<file path="src/rtl/uart_pkg.sv">
// Shared UART definitions: line FSM state encoding and bit-timing helpers,
// common to the transmitter and the receiver.
package uart_pkg;

  typedef enum logic [1:0] {
    ST_IDLE  = 2'd0,
    ST_START = 2'd1,
    ST_DATA  = 2'd2,
    ST_STOP  = 2'd3
  } uart_state_t;

  // Clock cycles per serial bit; integer division truncates any fractional remainder.
  function automatic int symbol_edge_time(input int clock_freq, input int baud_rate);
    return clock_freq / baud_rate;
  endfunction

  // Counter width for 0..n-1, kept at least 1 bit so a one-cycle bit time still elaborates.
  function automatic int cnt_width(input int n);
    return (n > 1) ? $clog2(n) : 1;
  endfunction

endpackage

</file>
<file path="src/rtl/uart_tx_fifo.sv">
// Show-ahead byte buffer for the UART transmitter: the head entry is always
// visible on o_rd_data, and a pop simply advances the read pointer.
module uart_tx_fifo
  import uart_pkg::*;
#(
  parameter int WIDTH = 8,
  parameter int DEPTH = 4
) (
  input  logic             clk,
  input  logic             reset,
  input  logic             i_wr_en,
  input  logic [WIDTH-1:0] i_wr_data,
  input  logic             i_rd_en,
  output logic [WIDTH-1:0] o_rd_data,
  output logic             o_full,
  output logic             o_empty
);

  localparam int PTR_W = $clog2(DEPTH);

  logic [WIDTH-1:0] r_mem [DEPTH];
  logic [PTR_W-1:0] r_wr_ptr;
  logic [PTR_W-1:0] r_rd_ptr;
  logic [PTR_W:0]   r_count;
  logic             w_push;
  logic             w_pop;

  assign o_full    = (r_count == (PTR_W+1)'(DEPTH));
  assign o_empty   = (r_count == '0);
  assign w_push    = i_wr_en && !o_full;
  assign w_pop     = i_rd_en && !o_empty;
  assign o_rd_data = r_mem[r_rd_ptr];

  // Pointers wrap naturally because DEPTH is a power of two; the count tells full from empty.
  always_ff @(posedge clk) begin
    if (reset) begin
      r_wr_ptr <= '0;
      r_rd_ptr <= '0;
      r_count  <= '0;
    end else begin
      if (w_push) r_wr_ptr <= r_wr_ptr + PTR_W'(1);
      if (w_pop)  r_rd_ptr <= r_rd_ptr + PTR_W'(1);
      case ({w_push, w_pop})
        2'b10:   r_count <= r_count + (PTR_W+1)'(1);
        2'b01:   r_count <= r_count - (PTR_W+1)'(1);
        default: r_count <= r_count;
      endcase
    end
  end

  always_ff @(posedge clk) begin
    if (w_push) r_mem[r_wr_ptr] <= i_wr_data;
  end

endmodule

</file>
<file path="src/rtl/uart_transmitter.sv">
// 8N1 UART transmitter: buffered byte input, framing FSM with a per-bit cycle
// counter, and a registered serial line that idles high.
module uart_transmitter
  import uart_pkg::*;
#(
  parameter int CLOCK_FREQ = 125_000_000,
  parameter int BAUD_RATE  = 115_200,
  parameter int FIFO_DEPTH = 4
) (
  input  logic       clk,
  input  logic       reset,
  input  logic [7:0] data_in,
  input  logic       data_in_valid,
  output logic       data_in_ready,
  output logic       serial_out,
  output logic       tx_busy
);

  localparam int SYMBOL_EDGE_TIME = symbol_edge_time(CLOCK_FREQ, BAUD_RATE);
  localparam int CNT_W            = cnt_width(SYMBOL_EDGE_TIME);
  localparam logic [CNT_W-1:0] CNT_LAST = CNT_W'(SYMBOL_EDGE_TIME - 1);

  uart_state_t      r_state;
  logic [CNT_W-1:0] r_bit_cnt;
  logic [2:0]       r_bit_idx;
  logic [7:0]       r_shift;
  logic             r_serial;

  logic       w_full;
  logic       w_empty;
  logic       w_bit_end;
  logic       w_pop;
  logic [7:0] w_fifo_data;

  uart_tx_fifo #(
    .WIDTH (8),
    .DEPTH (FIFO_DEPTH)
  ) u_fifo (
    .clk       (clk),
    .reset     (reset),
    .i_wr_en   (data_in_valid),
    .i_wr_data (data_in),
    .i_rd_en   (w_pop),
    .o_rd_data (w_fifo_data),
    .o_full    (w_full),
    .o_empty   (w_empty)
  );

  assign w_bit_end = (r_bit_cnt == CNT_LAST);
  // A byte leaves the buffer either from idle or exactly at the end of a stop bit.
  assign w_pop     = !w_empty && ((r_state == ST_IDLE) || ((r_state == ST_STOP) && w_bit_end));

  assign data_in_ready = !w_full;
  assign serial_out    = r_serial;
  assign tx_busy       = (r_state != ST_IDLE) || !w_empty;

  // The line level for the next bit is loaded on the same edge that changes state.
  always_ff @(posedge clk) begin
    if (reset) begin
      r_state   <= ST_IDLE;
      r_bit_cnt <= '0;
      r_bit_idx <= '0;
      r_serial  <= 1'b1;
    end else begin
      case (r_state)
        ST_IDLE: begin
          r_serial <= 1'b1;
          if (w_pop) begin
            r_shift   <= w_fifo_data;
            r_bit_cnt <= '0;
            r_bit_idx <= '0;
            r_serial  <= 1'b0;
            r_state   <= ST_START;
          end
        end
        ST_START: begin
          if (w_bit_end) begin
            r_bit_cnt <= '0;
            r_serial  <= r_shift[0];
            r_state   <= ST_DATA;
          end else begin
            r_bit_cnt <= r_bit_cnt + CNT_W'(1);
          end
        end
        ST_DATA: begin
          if (w_bit_end) begin
            r_bit_cnt <= '0;
            if (r_bit_idx == 3'd7) begin
              r_serial <= 1'b1;
              r_state  <= ST_STOP;
            end else begin
              r_bit_idx <= r_bit_idx + 3'd1;
              r_shift   <= {1'b0, r_shift[7:1]};
              r_serial  <= r_shift[1];
            end
          end else begin
            r_bit_cnt <= r_bit_cnt + CNT_W'(1);
          end
        end
        ST_STOP: begin
          if (w_bit_end) begin
            r_bit_cnt <= '0;
            if (w_pop) begin
              r_shift   <= w_fifo_data;
              r_bit_idx <= '0;
              r_serial  <= 1'b0;
              r_state   <= ST_START;
            end else begin
              r_serial <= 1'b1;
              r_state  <= ST_IDLE;
            end
          end else begin
            r_bit_cnt <= r_bit_cnt + CNT_W'(1);
          end
        end
        default: begin
          r_serial <= 1'b1;
          r_state  <= ST_IDLE;
        end
      endcase
    end
  end

endmodule
</file>
<file path="config.mk">
export PLATFORM = sky130hd
export DESIGN_NAME = uart_transmitter
export DESIGN_NICKNAME = d
export VERILOG_FILES = /design/src/rtl/uart_pkg.sv /design/src/rtl/uart_tx_fifo.sv /design/src/rtl/uart_transmitter.sv
export SDC_FILE = /design/constraint.sdc
export NUM_CORES = 1
export LEC_CHECK = 0
export BUFFER_PORTS_ARGS = -buffer_cell sky130_fd_sc_hd__buf_2
export CORE_MARGIN = 8
export CORE_UTILIZATION = 50
export DETAILED_ROUTE_END_ITERATION = 8
export PLACE_DENSITY = 0.67
export SYNTH_ARGS = -nofsm -noshare
export SYNTH_HDL_FRONTEND = slang
export SYNTH_SLANG_ARGS = --single-unit
</file>
<file path="constraint.sdc">
create_clock -name clk -period 3.5 [get_ports clk]
set_clock_uncertainty 0.05 [all_clocks]
set_input_delay 0.35 -clock clk [delete_from_list [all_inputs] [get_ports clk]]
set_output_delay 0.35 -clock clk [all_outputs]
set_load 0.02 [all_outputs]
</file>
==> results of run 1 <==
[power groups by stage]
stage	combinational, W	sequential (W)	clock, W
final	0.000891	0.00109	0.000656
after global routing	0.00101	0.00111	0.000707
after CTS	0.000900	0.00109	0.000674
after detailed placement	0.000889	0.00111	0
after global placement	0.000879	0.00110	0
after floorplan	0.000742	0.00107	0
[routing by layer]
metal | global-route usage [%] | up-vias | part of all wire (%)
met2 | 18.6 | 37 | 44
met1 | 16.4 | 874 | 50
met3 | 5.29 | 7 | 4.4
met4 | 5.55 | 0 | 1.2
met5 | 0 | - | 0
li1 | - | 930 | -
[worst max-delay path, stage by stage (launching register included)]
cell and delay [ns]:
dfxtp_1 0.43, inv_1 0.13, ha_1 0.32, o32ai_1 0.33, nor2_4 0.18, ha_1 0.26
fa_1 0.38, xnor2_1 0.14, or3_1 0.30, a21oi_1 0.13
[registers in the layout, indices dropped and copies added, names as in the netlist, named ones only]
name	cells
r_bit_cnt	11
r_bit_idx	3
r_shift	8
r_state	2
serial_out	1
u_fifo.r_count	3
u_fifo.r_mem	32
u_fifo.r_rd_ptr	2
u_fifo.r_wr_ptr	2
[through the flow]
| step | hold WS (ns) | cells | power (W) | worst slack, ns |
|---|---|---|---|---|
| floorplan | 0.396 | 245 | 0.00181 | 0.892 |
| global placement | 0.412 | 324 | 0.00198 | 0.868 |
| detailed placement | 0.420 | 324 | 0.00200 | 0.792 |
| CTS | 0.149 | 340 | 0.00267 | 0.764 |
| global route | 0.149 | 340 | 0.00282 | 0.533 |
| finish | 0.163 | 340 | 0.00263 | 0.769 |
[worst paths after layout]
path           startpoint                 end  slack [ns]
max reg2reg    r_state[0]   u_fifo.r_count[2]        0.77
min reg2reg  r_bit_idx[2]        r_bit_idx[2]        0.43
min            data_in[3]  u_fifo.r_mem[3][3]        0.16
max            r_state[0]   u_fifo.r_count[2]        0.77
[Yosys cell counts (2+ instances only)]
master	count	share of area, %
nor4_1	3	0.62
clkbuf_1	4	0.50
inv_1	8	1.0
a21o_1	2	0.50
nor3b_1	3	0.75
o21ai_0	16	2.7
and3_1	5	1.0
xnor2_1	4	1.2
or3_1	3	0.62
buf_1	2	0.25
nand3_1	5	0.83
o31ai_1	2	0.50
o32ai_1	2	0.58
nand4_1	2	0.42
edfxtp_1	40	40
dfxtp_1	26	17
nor2_1	22	2.7
nor3_1	3	0.50
and2_1	2	0.42
a22o_1	2	0.58
a21oi_1	9	1.5
mux2i_1	3	1.0
xor2_1	3	0.87
buf_2	2	0.33
ha_1	15	6.2
nand2_1	27	3.4
mux4_2	8	6.0
[layout make-up]
| cell class | count | area [um2] | share of cell area, % |
|---|---|---|---|
| Clock inverter | 7 | 81.3 | 2.44 |
| Timing Repair Buffer | 14 | 72.6 | 2.17 |
| Inverter | 8 | 30.0 | 0.900 |
| Tap cell | 75 | 93.8 | 2.81 |
| Multi-Input combinational cell | 161 | 1210 | 36.4 |
| Sequential cell | 66 | 1720 | 51.6 |
| Clock buffer | 9 | 124 | 3.71 |
[kinds of logic after synthesis]
kind of cell	count (synthesis)	share of synthesized area (%)
compound gates	41	9.09
simple gates	85	14.8
flops	66	57.1
fa+ha+maj	16	6.89
mux	12	7.47
xor+xnor	7	2.03
buf+inv	18	2.62
[placed cells by master (no fill, tap or decap), types with 2 or more instances in the layout]
cell type | synthesis | layout
and3_1 | 5 | 5
nand2_1 | 27 | 27
edfxtp_1 | 40 | 40
o31ai_1 | 2 | 2
ha_1 | 15 | 15
dfxtp_1 | 26 | 26
a21oi_1 | 9 | 9
or3_1 | 3 | 3
mux4_2 | 8 | 8
inv_1 | 8 | 8
o32ai_1 | 2 | 2
inv_6 | 0 | 4
buf_2 | 2 | 13
a21o_1 | 2 | 2
xor2_1 | 3 | 3
a22o_1 | 2 | 2
nor2_1 | 22 | 22
and2_1 | 2 | 2
nand4_1 | 2 | 2
nor3b_1 | 3 | 3
nor3_1 | 3 | 3
nand3_1 | 5 | 5
clkbuf_8 | 0 | 9
o21ai_0 | 16 | 16
nor4_1 | 3 | 3
mux2i_1 | 3 | 3
xnor2_1 | 4 | 4
==> qor.yml, run 1 <==
floorplan:
  start_util_pct: 51.2
  coreArea_mm2: 0.00589
  ioPinCount: 14
  dieHeight_um: 93.6
  fp.dieArea_mm2: 0.00877
  fp.dieW_um: 93.6
  rows: 28
sta:
  hold_viol: 0
  worst_slew_pin_slew_ns: 0.596
  period_share_pct: 78.0
  report.final.slew_viol_count: 0
  tns_ns: 0
  max_freq_mhz: 366
  min_period_ns: 2.73
  setup_viol: 0
  rsz0062_at_grt: "no"
  relSlewSlack_pct: 60.2
pwr:
  vdd_ir_drop_max_mv: 0.399
  powerDensity_mw_per_mm2: 790
  seqPwrFrac_pct: 41.3
  clkPwrFrac_pct: 24.9
  p_sw_w: 0.000948
  sw_frac_of_total_pct: 36.0
  leakagePower_nw: 1.19
  power.internal_w: 0.00169
  p_comb_share_pct: 33.8
detailed_routing:
  drtPass1Iterations: 5
  final_antenna_net_count: 0
  drc_errors: 0
  wl_per_cell_um: 14.8
  finalWirelength_um: 5030
  drtIter0Drc: 90
  vias: 1848
  viasPerCell: 5.44
grt:
  grt_pass1_vias: 1805
  overflow: 0
  antenna_found_initial: 0
  grt_max_degree: 24
  grt_pass1_wl_um: 8620
  grt_usage_pct: 12.8
clock_network:
  cts_max_level: 3
  cts_made_buffers: 9
  clockBufferDepth: 2
  post_cts_buffers: 0
  cts_tree: "done"
  cts_hold_buf: 0
  path_clk_slew_ns: 0.08
  clock_latency_ns: 0.35
  cts_root_buf: "clkbuf_8"
  clkSinkCount: 66
  cts_resized: 0
critical_path:
  critPathLaunchType: "register"
  cp.arrival_ns: 2.96
  critPathCaptureType: "register"
  critPathKind: "register to register"
  worstPathRequired_ns: 3.73
  ff2ff_path_depth: 9
  critPathMaxFanout: 13
logic_synthesis:
  synth_edf_count: 40
  synth_area_mm2: 0.00301
  ys_ff_latch: 66
  ys_types: 49
  synthArstFlopShare_pct: 0
  seq_area_frac_synth_pct: 57.1
  synth.avg_cell_area_um2: 12.3
  synth_fp_nets: 272
  synth_ff_type: "edfxtp_1"
  ys_warn_count: 0
  netlist_instances: 245
placed_design:
  dp_hpwl_um: 3540
  place_area_mm2: 0.00313
  port_buffers: 13
  gpl.final_weighted_congestion: 0.751
worst_hold_path:
  holdPathStages: 1
  hp-class: "input pin to register"
status:
  status: "completed"
finish:
  nFillCells: 499
  nNetsFinal: 287
  drive_gt1_share_pct: 18.1
  postLayoutCellArea_mm2: 0.00334
  diodes: 0
  fin_util_pct: 56.7
  area_growth_pct: 10.7
flow_run:
  drv_cap: 0
Power figures use the tool's default switching activity.
==> run 2: changes to the inputs <==
Clock period 3.5 ns to 2.6 ns, I/O delays scaled along.
==> run 2 against run 1 <==
Combinational power up 45%. Sequential share of layout area down 0.86 points. Setup slack worse by 0.63 ns. Power up 39%. Design area up 1.8%. Critical path depth up 1. Register-to-register slack worse by 0.63 ns. Core utilization up 1.0 points. Hold slack worse by 0.084 ns. Sequential power up 36%. Critical endpoint unchanged. Cell count up 1.2%.
==> qor.yml, run 2 (synthesized netlist as in run 1, its figures left out) <==
status:
  status: "completed"  # unchanged
placed_design:
  gpl.final_weighted_congestion: 0.795  # was 0.751
  place_area_mm2: 0.00316  # was 0.00313 mm2
  port_buffers: 13  # unchanged
  dp_hpwl_um: 3520  # was 3540 um
critical_path:
  cpMostUsedCell: "ha_1"  # unchanged
  critPathKind: "register to register"  # unchanged
  r2r-start: "r_bit_cnt[0]"  # was r_state[0]
  cp_slowest_cell: "fa_1"  # was dfxtp_1
  cp.arrival_ns: 2.69  # was 2.96 ns
  ff2ff_path_depth: 10  # was 9
  critPathLaunchType: "register"  # unchanged
  critPathMaxFanout: 5  # was 13
  regToRegEndpoint: "u_fifo.r_count[2]"  # unchanged
  cp_cell_sequence: "inv_1 -> ha_1 -> and2b_2 -> a31oi_4 -> nor2_4 -> ha_1 -> fa_1 -> xnor2_1 -> or3_1 -> a21oi_2"  # was inv_1 -> ha_1 -> o32ai_1 -> nor2_4 -> ha_1 -> fa_1 -> xnor2_1 -> or3_1 -> a21oi_1
  slowest_delay_ns: 0.38  # was 0.43 ns
  reg2reg_slack_ns: 0.14  # was 0.77 ns
  critPathCaptureType: "register"  # unchanged
  worstPathRequired_ns: 2.83  # was 3.73 ns
finish:
  drive_gt1_share_pct: 21.6  # was 18.1%
  final_cell_mix: "edfxtp_1, nand2_1, dfxtp_1"  # unchanged
  regMostFlops: "u_fifo.r_mem"  # unchanged
  area_growth_pct: 12.7  # was 10.7%
  multi_input_area_mm2: 0.00124  # was 0.00121 mm2
  largest_register_ffs: 32  # unchanged
  nNetsFinal: 291  # was 287
  final_common_cell: "edfxtp_1"  # unchanged
  postLayoutCellArea_mm2: 0.00340  # was 0.00334 mm2
  regArea_mm2: 0.00172  # about the same
  nFillCells: 489  # was 499
  diodes: 0  # unchanged
  reg.largest.list: "u_fifo.r_mem x32, r_bit_cnt x11, r_shift x8"  # unchanged
grt:
  grt_usage_pct: 12.8  # about the same
  grt_pass1_vias: 1831  # was 1805
  overflow: 0  # unchanged
  grt_max_degree: 24  # unchanged
  antenna_found_initial: 0  # unchanged
  grt_pass1_wl_um: 8720  # was 8620 um
sta:
  hold_viol: 0  # unchanged
  tns_ns: 0  # unchanged
  setup_viol: 0  # unchanged
  period_share_pct: 94.7  # was 78.0%
  max_freq_mhz: 406  # was 366 MHz
  worst_slew_pin_slew_ns: 0.537  # was 0.596 ns
  rsz0062_at_grt: "no"  # unchanged
  min_period_ns: 2.46  # was 2.73 ns
  report.final.slew_viol_count: 0  # unchanged
  relSlewSlack_pct: 64.1  # was 60.2%
worst_hold_path:
  holdPathStages: 1  # unchanged
  hp-class: "input pin to register"  # unchanged
  hold_end: "u_fifo.r_mem[0][5]"  # was u_fifo.r_mem[3][3]
  hold_start: "data_in[5]"  # was data_in[3]
clock_network:
  clockBufferDepth: 2  # unchanged
  cts_hold_buf: 0  # unchanged
  clkSinkCount: 66  # unchanged
  cts_max_level: 3  # unchanged
  cts_root_buf: "clkbuf_8"  # unchanged
  cts_tree: "done"  # unchanged
  path_clk_slew_ns: 0.08  # about the same
  cts_made_buffers: 9  # unchanged
  clock_latency_ns: 0.34  # was 0.35 ns
pwr:
  vdd_ir_drop_max_mv: 0.580  # was 0.399 mV
  leakagePower_nw: 1.21  # was 1.19 nW
  powerDensity_mw_per_mm2: 1080  # was 790 mW/mm2
detailed_routing:
  finalWirelength_um: 5050  # was 5030 um
  viasPerCell: 5.42  # was 5.44
  final_antenna_net_count: 0  # unchanged
  drc_errors: 0  # unchanged
  drtPass1Iterations: 4  # was 5
  wl_per_cell_um: 14.7  # was 14.8 um
  vias: 1865  # was 1848
  drtIter0Drc: 78  # was 90
floorplan:
  rows: 28  # unchanged
  start_util_pct: 51.2  # unchanged
  ioPinCount: 14  # unchanged
  dieHeight_um: 93.6  # unchanged
  coreArea_mm2: 0.00589  # unchanged
  fp.dieW_um: 93.6  # unchanged
  fp.dieArea_mm2: 0.00877  # unchanged
flow_run:
  drv_cap: 0  # unchanged
[run 2: cell count changes in the layout (fill, tap and decap cells not counted), sizes merged]
cell / delta
buf: +4
clkinv: +1
inv: -1
[run 2: how the worst max path moves through the flow]
stage                 startpoint                end  cells past startpoint
floorplan           r_bit_cnt[0]  u_fifo.r_count[2]                     11
global placement      r_state[0]  u_fifo.r_count[2]                      9
detailed placement    r_state[0]  u_fifo.r_count[2]                      9
CTS                   r_state[0]  u_fifo.r_count[2]                      9
global route        r_bit_cnt[0]  u_fifo.r_count[2]                     10
finish              r_bit_cnt[0]  u_fifo.r_count[2]                     10
[run 2: cell type report]
class	instances	share of cell area, %
Sequential cell	66	50.7
Multi-Input combinational cell	161	36.5
Clock buffer	9	3.65
Timing Repair Buffer	18	3.02
Tap cell	75	2.76
Clock inverter	7	2.47
Inverter	8	0.884
[run 2: critical path: cells and delay by family (launching register included)]
kind	cells	cell delay (ns)
adder cells (fa/ha/maj)	3	0.80
AND/OR/NAND/NOR	3	0.60
flip-flops	1	0.37
AO/OA/AOI/OAI	2	0.35
XOR/XNOR	1	0.15
buffers and inverters	1	0.08
[run 2: power by group]
part / leakage [nW] / total, W / switching [W] / internal (W)
Clock: 0.102 / 0.000890 / 0.000432 / 0.000459
Sequential: 0.581 / 0.00148 / 0.000136 / 0.00134
Combinational: 0.531 / 0.00129 / 0.000737 / 0.000552
Total: 1.21 / 0.00366 / 0.00130 / 0.00235
[run 2: per-stage QoR]
stage	power, W	hold slack (ns)	worst slack [ns]	util (%)	std cells
final	0.00366	0.0795	0.137	57.7	344
after global routing	0.00391	0.0699	0.0130	57.7	344
after CTS	0.00364	0.0621	0.0753	57.2	343
after detailed placement	0.00274	0.419	0.113	53.7	327
after global placement	0.00272	0.416	0.200	53.7	327
after floorplan	0.00245	0.309	0.0159	-	245
[run 2: repair_timing]
item                       in CTS  in global routing
resized for setup               0                  6
buffers inserted                0                  1
setup endpoints to repair       0                  1
[run 2: metal layers]
layer / global-route usage [%] / wire, um / vias up
li1: - / - / 945
met1: 16.5 / 2520 / 874
met2: 18.9 / 2220 / 37
met3: 3.53 / 188 / 9
met4: 7.53 / 121 / 0
met5: 0 / 0 / -
